$ cat config.mk
export PLATFORM = sky130hd
export DESIGN_NAME = vector_fill
export DESIGN_NICKNAME = d
export VERILOG_FILES = /design/src/rtl/vector_fill.sv
export SDC_FILE = /design/constraint.sdc
export NUM_CORES = 1
export LEC_CHECK = 0
export ABC_AREA = 1
export CAP_MARGIN = 20
export CORE_MARGIN = 5
export CORE_UTILIZATION = 35
export CTS_BUF_LIST = sky130_fd_sc_hd__clkbuf_4 sky130_fd_sc_hd__clkbuf_8 sky130_fd_sc_hd__clkbuf_16
export DETAILED_ROUTE_END_ITERATION = 12
export GPL_TIMING_DRIVEN = 0
export PLACE_DENSITY = 0.7
export REMOVE_ABC_BUFFERS = 1
export SYNTH_ARGS = -nofsm -noshare
export SYNTH_HDL_FRONTEND = slang
export SYNTH_SLANG_ARGS = --single-unit
$ cat constraint.sdc
create_clock -name clk -period 1.5 [get_ports clk]
set_input_delay 0.15 -clock clk [delete_from_list [all_inputs] [get_ports clk]]
set_output_delay 0.15 -clock clk [all_outputs]
set_load 0.02 [all_outputs]
$ cat src/rtl/vector_fill.sv
// Serial count-to-mask generator: fills min(count, DATA_W) contiguous ones from a base
// position with wrap-around, one bit per clock, then presents the vector on a valid/ready port.
module vector_fill #(
  parameter int DATA_W = 10,
  parameter int POS_W  = $clog2(DATA_W)
) (
  input  logic              clk,
  input  logic              rst_n,
  input  logic              in_valid,
  output logic              in_ready,
  input  logic [POS_W:0]    in_count,
  input  logic [POS_W-1:0]  in_base,
  output logic              out_valid,
  input  logic              out_ready,
  output logic [DATA_W-1:0] out_data,
  output logic              out_sat,
  output logic              out_err,
  output logic              busy
);

  localparam logic [1:0] IDLE = 2'd0;
  localparam logic [1:0] FILL = 2'd1;
  localparam logic [1:0] HOLD = 2'd2;

  // Clamp and base checks are done at full count width so counts above 2**POS_W compare correctly
  localparam logic [POS_W:0]   DW_C   = (POS_W+1)'(DATA_W);
  localparam logic [POS_W-1:0] LAST_C = POS_W'(DATA_W - 1);
  localparam logic [POS_W:0]   ONE_C  = (POS_W+1)'(1);

  logic [1:0]        state_q, state_d;
  logic [POS_W-1:0]  ptr_q, ptr_d;
  logic [POS_W:0]    rem_q, rem_d;
  logic [DATA_W-1:0] data_q, data_d;
  logic              sat_q, sat_d;
  logic              err_q, err_d;

  always_comb begin
    state_d = state_q;
    ptr_d   = ptr_q;
    rem_d   = rem_q;
    data_d  = data_q;
    sat_d   = sat_q;
    err_d   = err_q;
    case (state_q)
      IDLE: begin
        if (in_valid) begin
          sat_d   = (in_count > DW_C);
          err_d   = ({1'b0, in_base} >= DW_C);
          rem_d   = sat_d ? DW_C : in_count;
          ptr_d   = err_d ? '0 : in_base;
          data_d  = '0;
          state_d = (rem_d != '0) ? FILL : HOLD;
        end
      end
      FILL: begin
        data_d[ptr_q] = 1'b1;
        rem_d         = rem_q - ONE_C;
        // Pointer wraps at DATA_W, not at the natural 2**POS_W boundary
        ptr_d         = (ptr_q == LAST_C) ? '0 : ptr_q + 1'b1;
        if (rem_q == ONE_C) state_d = HOLD;
      end
      HOLD: begin
        if (out_ready) state_d = IDLE;
      end
      default: state_d = IDLE;
    endcase
  end

  always_ff @(posedge clk or negedge rst_n) begin
    if (!rst_n) begin
      state_q <= IDLE;
      ptr_q   <= '0;
      rem_q   <= '0;
      data_q  <= '0;
      sat_q   <= 1'b0;
      err_q   <= 1'b0;
    end else begin
      state_q <= state_d;
      ptr_q   <= ptr_d;
      rem_q   <= rem_d;
      data_q  <= data_d;
      sat_q   <= sat_d;
      err_q   <= err_d;
    end
  end

  assign in_ready  = (state_q == IDLE);
  assign out_valid = (state_q == HOLD);
  assign busy      = (state_q != IDLE);
  assign out_data  = data_q;
  assign out_sat   = sat_q;
  assign out_err   = err_q;

endmodule

==> impl_metrics.sql, run 1 <==
INSERT INTO impl_metrics (metric_group, metric, value, unit) VALUES
('sta', 'timing.slew.headroom', '0.725', ''),
('floorplan', 'die_height', '71.1', 'um'),
('power', 'vdd_ir_drop_max', '0.737', 'mV'),
('clock_tree', 'number_of_buffers_inserted_to_repair_setup_after_cts', '0', ''),
('power', 'pwr-share-comb', '0.542', ''),
('power', 'power.leakage', '0.789', 'nW'),
('power', 'power.density_cell_area', '1910', 'nW/um^2'),
('placement', 'finalWeightedCongestion', '0.781', ''),
('synth', 'post_synth_inst_count', '168', ''),
('synth', 'flip_flop_and_latch_count_after_synthesis', '23', ''),
('power', 'power.clock.fraction', '0.122', ''),
('global_route', 'vias_in_the_first_global_route', '1073', ''),
('floorplan', 'floorplan.rows', '22', ''),
('setup_path', 'worstSetupEndpointType', 'output port', ''),
('clock_tree', 'numClockSinks', '23', ''),
('synth', 'synth_area_per_cell', '7.78', 'sq um'),
('sta', 'report.final.slew_viol_count', '0', ''),
('placement', 'buffer_ports.inserted', '27', ''),
('layout', 'share_of_layout_cells_above_drive_strength_1', '0.136', ''),
('synth', 'ys_types', '22', ''),
('layout', 'ant_cells', '0', ''),
('routing', 'drt.antenna.violating_nets', '0', ''),
('routing', 'drcViolationCount', '0', ''),
('clock_tree', 'path_clk_slew', '0.08', 'ns'),
('setup_path', 'worstSetupPathType', 'reg2out', ''),
('global_route', 'grt_pass1_wl', '4850', 'um'),
('synth', 'area_leader_netlist', 'dfrtp_1', ''),
('synth', 'yosys_warnings', '0', ''),
('layout', 'finalCoreUtilization', '0.465', ''),
('global_route', 'grt_max_degree', '24', ''),
('floorplan', 'die_width', '71.1', 'um'),
('power', 'p_int', '1.71', 'mW'),
('power', 'netSwitchingPower', '1.52', 'mW'),
('power', 'total_power', '3.23', 'mW'),
('clock_tree', 'clock_tree_from_tritoncts', 'yes', ''),
('sta', 'fin_hold_ws', '0.172', 'ns'),
('setup_path', 'critical_path_source_type', 'register', ''),
('layout', 'area_delta_synth_final', '29.2', '%'),
('clock_tree', 'cts.path.max_buffers', '2', ''),
('floorplan', 'coreArea', '3630', 'sq um'),
('sta', 'totalNegativeSetupSlack', '0', 'ns'),
('power', 'switching_share', '0.469', ''),
('setup_path', 'worstPathRequired', '1.35', 'ns'),
('sta', 'post-route-min-period', '1.44', 'ns'),
('setup_path', 'crit_path_max_fanout', '3', ''),
('setup_path', 'path_cells', 'clkdlybuf4s50_1', ''),
('global_route', 'grt_usage', '0.119', ''),
('clock_tree', 'clockRootBuffer', 'clkbuf_8', ''),
('clock_tree', 'cts-htree-levels', '1', ''),
('synth', 'synth_top_area_share', '0.441', ''),
('sta', 'timing_worst_slew_pin_value', '0.411', 'ns'),
('sta', 'setup_viol_count_final', '0', ''),
('clock_tree', 'cts-hold-fix-buffers', '0', ''),
('global_route', 'grt_antenna_before_repair', '0', ''),
('min_path', 'timing.hold.worst.class', 'in2async', ''),
('outcome', 'outcome', 'completed', ''),
('sta', 'fin_worst_skew', '0.00162', 'ns'),
('placement', 'dpl.hpwl', '2060', 'um'),
('routing', 'num_vias', '1179', ''),
('floorplan', 'ports_placed_on_the_boundary', '28', ''),
('run', 'maxCapViolations', '0', ''),
('setup_path', 'critical-path-top-delay-family', 'buffers and inverters', ''),
('synth', 'post_synth_instance_area', '1310', 'sq um'),
('synth', 'ys_seq_area_frac', '0.441', ''),
('clock_tree', 'numCtsBuffers', '3', ''),
('routing', 'detail_route.wirelength', '2880', 'um'),
('setup_path', 'cp_num_buf_inv', '1', ''),
('setup_path', 'crit_path_max_incr_delay', '0.62', 'ns'),
('routing', 'avgViaCountPerCell', '4.79', ''),
('floorplan', 'fp.dieArea', '5050', 'sq um'),
('synth', 'synthTopCellsByArea', 'dfrtp_1 44%, nand2_1 11%, a21oi_1 6.9%', '');
[power by group through the flow]
stage / clock (mW) / sequential (mW) / combinational, mW
5_1_grt: 0.426 / 1.12 / 1.98
4_1_cts: 0.402 / 1.08 / 1.76
3_3_place_gp: 0 / 1.08 / 1.77
3_5_place_dp: 0 / 1.09 / 1.78
2_1_floorplan: 0 / 1.16 / 1.14
6_report: 0.394 / 1.08 / 1.75
[timing repair]
action,CTS,global route
resized for setup,5,1
gates cloned,0,0
setup endpoints to repair,3,1
[path summary, 6_finish.rpt]
kind	startpoint	to	slack, ns	cells after the start
max in group asynchronous	rst_n	out_data[9]$_DFFE_PN0P_	0.90	2
worst min register to register	rem_q[1]$_DFFE_PN0P_	rem_q[1]$_DFFE_PN0P_	0.51	2
worst max-delay path	out_data[2]$_DFFE_PN0P_	out_data[2]	0.06	1
min in group clk	in_base[0]	ptr_q[0]$_DFFE_PN0P_	0.45	3
worst max register to register	state_q[0]$_DFFE_PN0P_	out_data[1]$_DFFE_PN0P_	0.18	4
worst min-delay path	rst_n	out_sat$_DFFE_PN0P_	0.17	1
[placed cells by master (no fill, tap or decap)]
cell and instances:
dfrtp_2 2, buf_16 1, nand3_1 14, nand2_2 2, nand3b_1 1, clkdlybuf4s15_1 1
nand3_2 1, o21ai_2 1, xor2_1 1, clkinv_2 1, clkdlybuf4s50_1 24, inv_1 21
dlygate4sd2_1 2, ha_1 2, nand2_4 1, a21oi_2 5, a21oi_1 18, nor2_4 1
o21ai_1 5, nand4_1 2, inv_2 2, clkbuf_8 3, o21ai_0 5, dfrtp_1 21
nand2_1 37, nor2_8 1, nor2_1 17, nor2_2 6
[cell type report]
class | count | area, sq um
clock buffers | 3 | 41.3
clock inverters | 1 | 5.00
fillers | 383 | 1950
inverters | 23 | 86.3
multi-input cells | 120 | 622
flip-flops and latches | 23 | 578
well taps | 48 | 60.1
repair buffers | 28 | 295
[stage by stage]
step,cell area (sq um),setup slack (ns)
after CTS,1660,0.0286
after global routing,1690,0.0138
after global placement,1610,-0.0140
after detailed placement,1610,-0.0224
final,1690,0.0614
after floorplan,1280,0.158
[layer usage]
layer / vias up / track usage / wire, um
met4: 0 / 0.0564 / 63
met2: 22 / 0.187 / 1300
li1: 598 / - / -
met3: 5 / 0.0199 / 124
met5: - / 0 / 0
met1: 554 / 0.159 / 1390
[registers in the layout (all words and copies together), names as in the netlist]
name,flops
rem_q,5
out_data,10
out_sat,1
out_err,1
ptr_q,4
state_q,2
[cell families after synthesis]
family	Yosys count	synth area share
DFF	23	0.441
xor gates and xnor gates	1	0.00671
AOI/OAI and AO/OA	34	0.148
buffers and inverters	25	0.0833
and+or+nand+nor	83	0.303
adders and majority gates	2	0.0192
[synthesized netlist by cell type]
cell type and instances:
nand3_1 14, o21ai_2 1, nand2_2 2, nor2_2 6, o21ai_1 5, dfrtp_1 23
nand3_2 1, nor2_8 1, nor2_1 17, nand2_4 1, nand3b_1 1, xor2_1 1
nand4_1 2, o21ai_0 5, ha_1 2, a21oi_1 18, inv_2 2, inv_1 21
nand2_1 37, buf_6 2, a21oi_2 5, nor2_4 1
Power figures use the tool's default switching activity.
==> inputs of run 2 (changes only) <==
SETUP_SLACK_MARGIN = 0.02   (was not set)
==> run 2 against run 1 <==
Net effect:
- maximum frequency about the same
- utilization increased by 0.069 points
- cell area rose by 0.15%
- die area is the same
- sequential power about the same
- sequential cell count did not move
- register-to-register slack got worse by 0.02 ns
- via count up 0.93%
- critical path type unchanged
- largest cell class unchanged
- highest routed layer unchanged
==> impl_metrics.sql, run 2 (synthesis results as in run 1) <==
INSERT INTO impl_metrics (metric_group, metric, value, unit) VALUES
('outcome', 'outcome', 'completed', ''),
('floorplan', 'die_width', '71.1', 'um'),
('floorplan', 'fp.dieArea', '5050', 'sq um'),
('layout', 'ant_cells', '0', ''),
('power', 'vdd_ir_drop_max', '0.736', 'mV'),
('layout', 'largest_reg_flops', '10', ''),
('global_route', 'grt_antenna_before_repair', '0', ''),
('routing', 'drcViolationCount', '0', ''),
('routing', 'avgViaCountPerCell', '4.82', ''),
('setup_path', 'worst_r2r_path_depth', '5', ''),
('routing', 'drt_pre_antenna_iters', '4', ''),
('setup_path', 'setup.reg_to_reg.worst_slack', '0.16', 'ns'),
('global_route', 'grt_usage', '0.119', ''),
('placement', 'finalWeightedCongestion', '0.781', ''),
('run', 'maxCapViolations', '0', ''),
('min_path', 'timing.hold.worst.class', 'in2async', ''),
('setup_path', 'worstPathRequired', '1.35', 'ns'),
('clock_tree', 'path_clk_slew', '0.08', 'ns'),
('layout', 'share_of_layout_cells_above_drive_strength_1', '0.146', ''),
('sta', 'post-route-min-period', '1.44', 'ns'),
('setup_path', 'reg_to_reg_endpoint', 'rem_q[4]$_DFFE_PN0P_', ''),
('sta', 'postLayoutSetupSlackWorst', '0.0613', 'ns'),
('setup_path', 'crit_path_max_fanout', '3', ''),
('layout', 'num-nets-final', '215', ''),
('setup_path', 'crit_path_max_incr_delay', '0.62', 'ns'),
('power', 'power.density_cell_area', '1920', 'nW/um^2'),
('routing', 'drt_iter0_markers', '32', ''),
('sta', 'totalNegativeSetupSlack', '0', 'ns'),
('floorplan', 'coreArea', '3630', 'sq um'),
('layout', 'final_cell_area_excluding_filler_cells', '1690', 'sq um'),
('routing', 'routed.top_layer', 'met4', ''),
('setup_path', 'worstSetupEndpointType', 'output port', ''),
('placement', 'dpl.hpwl', '2060', 'um'),
('placement', 'buffer_ports.inserted', '27', ''),
('clock_tree', 'cts-hold-fix-buffers', '0', ''),
('sta', 'layout_worst_path_cycle_share', '0.959', ''),
('layout', 'finalCoreUtilization', '0.465', ''),
('sta', 'fmax', '695', 'MHz'),
('clock_tree', 'clockRootBuffer', 'clkbuf_8', ''),
('routing', 'detail_route.wirelength', '2890', 'um'),
('clock_tree', 'numCtsBuffers', '3', ''),
('clock_tree', 'cts.path.max_buffers', '2', ''),
('layout', 'combined_area_of_the_multi_input_logic_cells', '622', 'sq um'),
('layout', 'fillerInstances', '381', ''),
('floorplan', 'die_height', '71.1', 'um'),
('global_route', 'grt_pass1_wl', '4850', 'um'),
('sta', 'hold_viol_final', '0', ''),
('setup_path', 'path_cells', 'clkdlybuf4s50_1', ''),
('routing', 'met1_length', '1390', 'um'),
('setup_path', 'critical-path-top-delay-family', 'buffers and inverters', ''),
('layout', 'ff_latch_area', '578', 'sq um'),
('layout', 'most-common-layout-cells', '37 x nand2_1, 24 x clkdlybuf4s50_1, 21 x inv_1, 21 x dfrtp_1, 18 x a21oi_1', ''),
('routing', 'drt.antenna.violating_nets', '0', ''),
('placement', 'placement_stage_worst_setup_slack', '-0.0224', 'ns'),
('sta', 'fin_worst_skew', '0.00120', 'ns'),
('routing', 'met3WireLength', '108', 'um'),
('floorplan', 'floorplan.rows', '22', ''),
('power', 'power.leakage', '0.794', 'nW'),
('setup_path', 'worstSetupPathType', 'reg2out', ''),
('clock_tree', 'numClockSinks', '23', ''),
('sta', 'setup_repair_after_global_routing_missed_its_margin', 'false', ''),
('layout', 'layout_commonest_cell', 'nand2_1', ''),
('layout', 'area_delta_synth_final', '29.4', '%'),
('routing', 'num_vias', '1190', ''),
('clock_tree', 'cts-htree-levels', '1', ''),
('sta', 'timing.slew.headroom', '0.727', ''),
('floorplan', 'ports_placed_on_the_boundary', '28', ''),
('sta', 'fin_hold_ws', '0.171', 'ns'),
('setup_path', 'cp_num_buf_inv', '1', ''),
('floorplan', 'floorplan.initialDensity', '0.360', ''),
('placement', 'placement.cell_area', '1610', 'sq um'),
('sta', 'report.final.slew_viol_count', '0', ''),
('setup_path', 'timing.rr.start', 'state_q[1]$_DFFE_PN0P_', ''),
('setup_path', 'critical_path_source_type', 'register', ''),
('global_route', 'grt_max_degree', '24', ''),
('setup_path', 'critical_path_arrival', '1.29', 'ns'),
('global_route', 'vias_in_the_first_global_route', '1073', ''),
('clock_tree', 'clock_tree_from_tritoncts', 'yes', ''),
('sta', 'setup_viol_count_final', '0', ''),
('clock_tree', 'clock_latency', '0.27', 'ns'),
('routing', 'drt_wl_cell', '11.7', 'um'),
('setup_path', 'slowest_stage_cell_on_the_critical_path', 'clkdlybuf4s50_1', ''),
('routing', 'wl_met2', '1330', 'um'),
('global_route', 'grt_overflow_total', '0', ''),
('sta', 'timing_worst_slew_pin_value', '0.408', 'ns');
## run 2: layout make-up
| cell class | instances | share of cell area |
|---|---|---|
| clock inverter | 1 | 0.00296 |
| sequential | 23 | 0.342 |
| tap | 48 | 0.0355 |
| multi-input combinational | 120 | 0.368 |
| inverter | 23 | 0.0511 |
| timing repair buffer | 29 | 0.176 |
| clock buffer | 3 | 0.0244 |
## run 2: metal layers
metal / up-vias / track usage
li1: 601 / -
met1: 566 / 0.159
met2: 18 / 0.187
met3: 5 / 0.0199
met4: 0 / 0.0564
met5: - / 0
## run 2: what timing repair did
action                     4_1_cts  5_1_grt
gates resized for setup          5        2
hold endpoints to repair         0        0
buffers inserted                 0        1
setup endpoints to repair        3        2
## run 2: worst max-delay path by stage
stage,from,end,cells after the start
after global placement,state_q[1]$_DFFE_PN0P_,out_valid,3
after detailed placement,state_q[1]$_DFFE_PN0P_,out_valid,3
after floorplan,state_q[1]$_DFFE_PN0P_,out_data[2]$_DFFE_PN0P_,4
after CTS,state_q[0]$_DFFE_PN0P_,in_ready,2
after global routing,out_data[6]$_DFFE_PN0P_,out_data[6],1
final,out_data[2]$_DFFE_PN0P_,out_data[2],1
## run 2: through the flow
stage | power [mW] | std cells
6_report | 3.24 | 247
5_1_grt | 3.53 | 247
4_1_cts | 3.24 | 245
3_5_place_dp | 2.86 | 241
3_3_place_gp | 2.84 | 241
2_1_floorplan | 2.29 | 166
## run 2: power breakdown
part	leakage, nW	switching [mW]	internal (mW)	total (mW)
sequential	0.295	0.210	0.859	1.07
clock	0.0255	0.207	0.186	0.393
combinational	0.473	1.10	0.675	1.78
total	0.794	1.52	1.72	3.24
==> inputs of run 3 (changes only) <==
CTS_CLUSTER_SIZE = 40   (was not set)
==> results of run 3 <==
The final DEF is identical to that of run 2; final timing and power are the same.
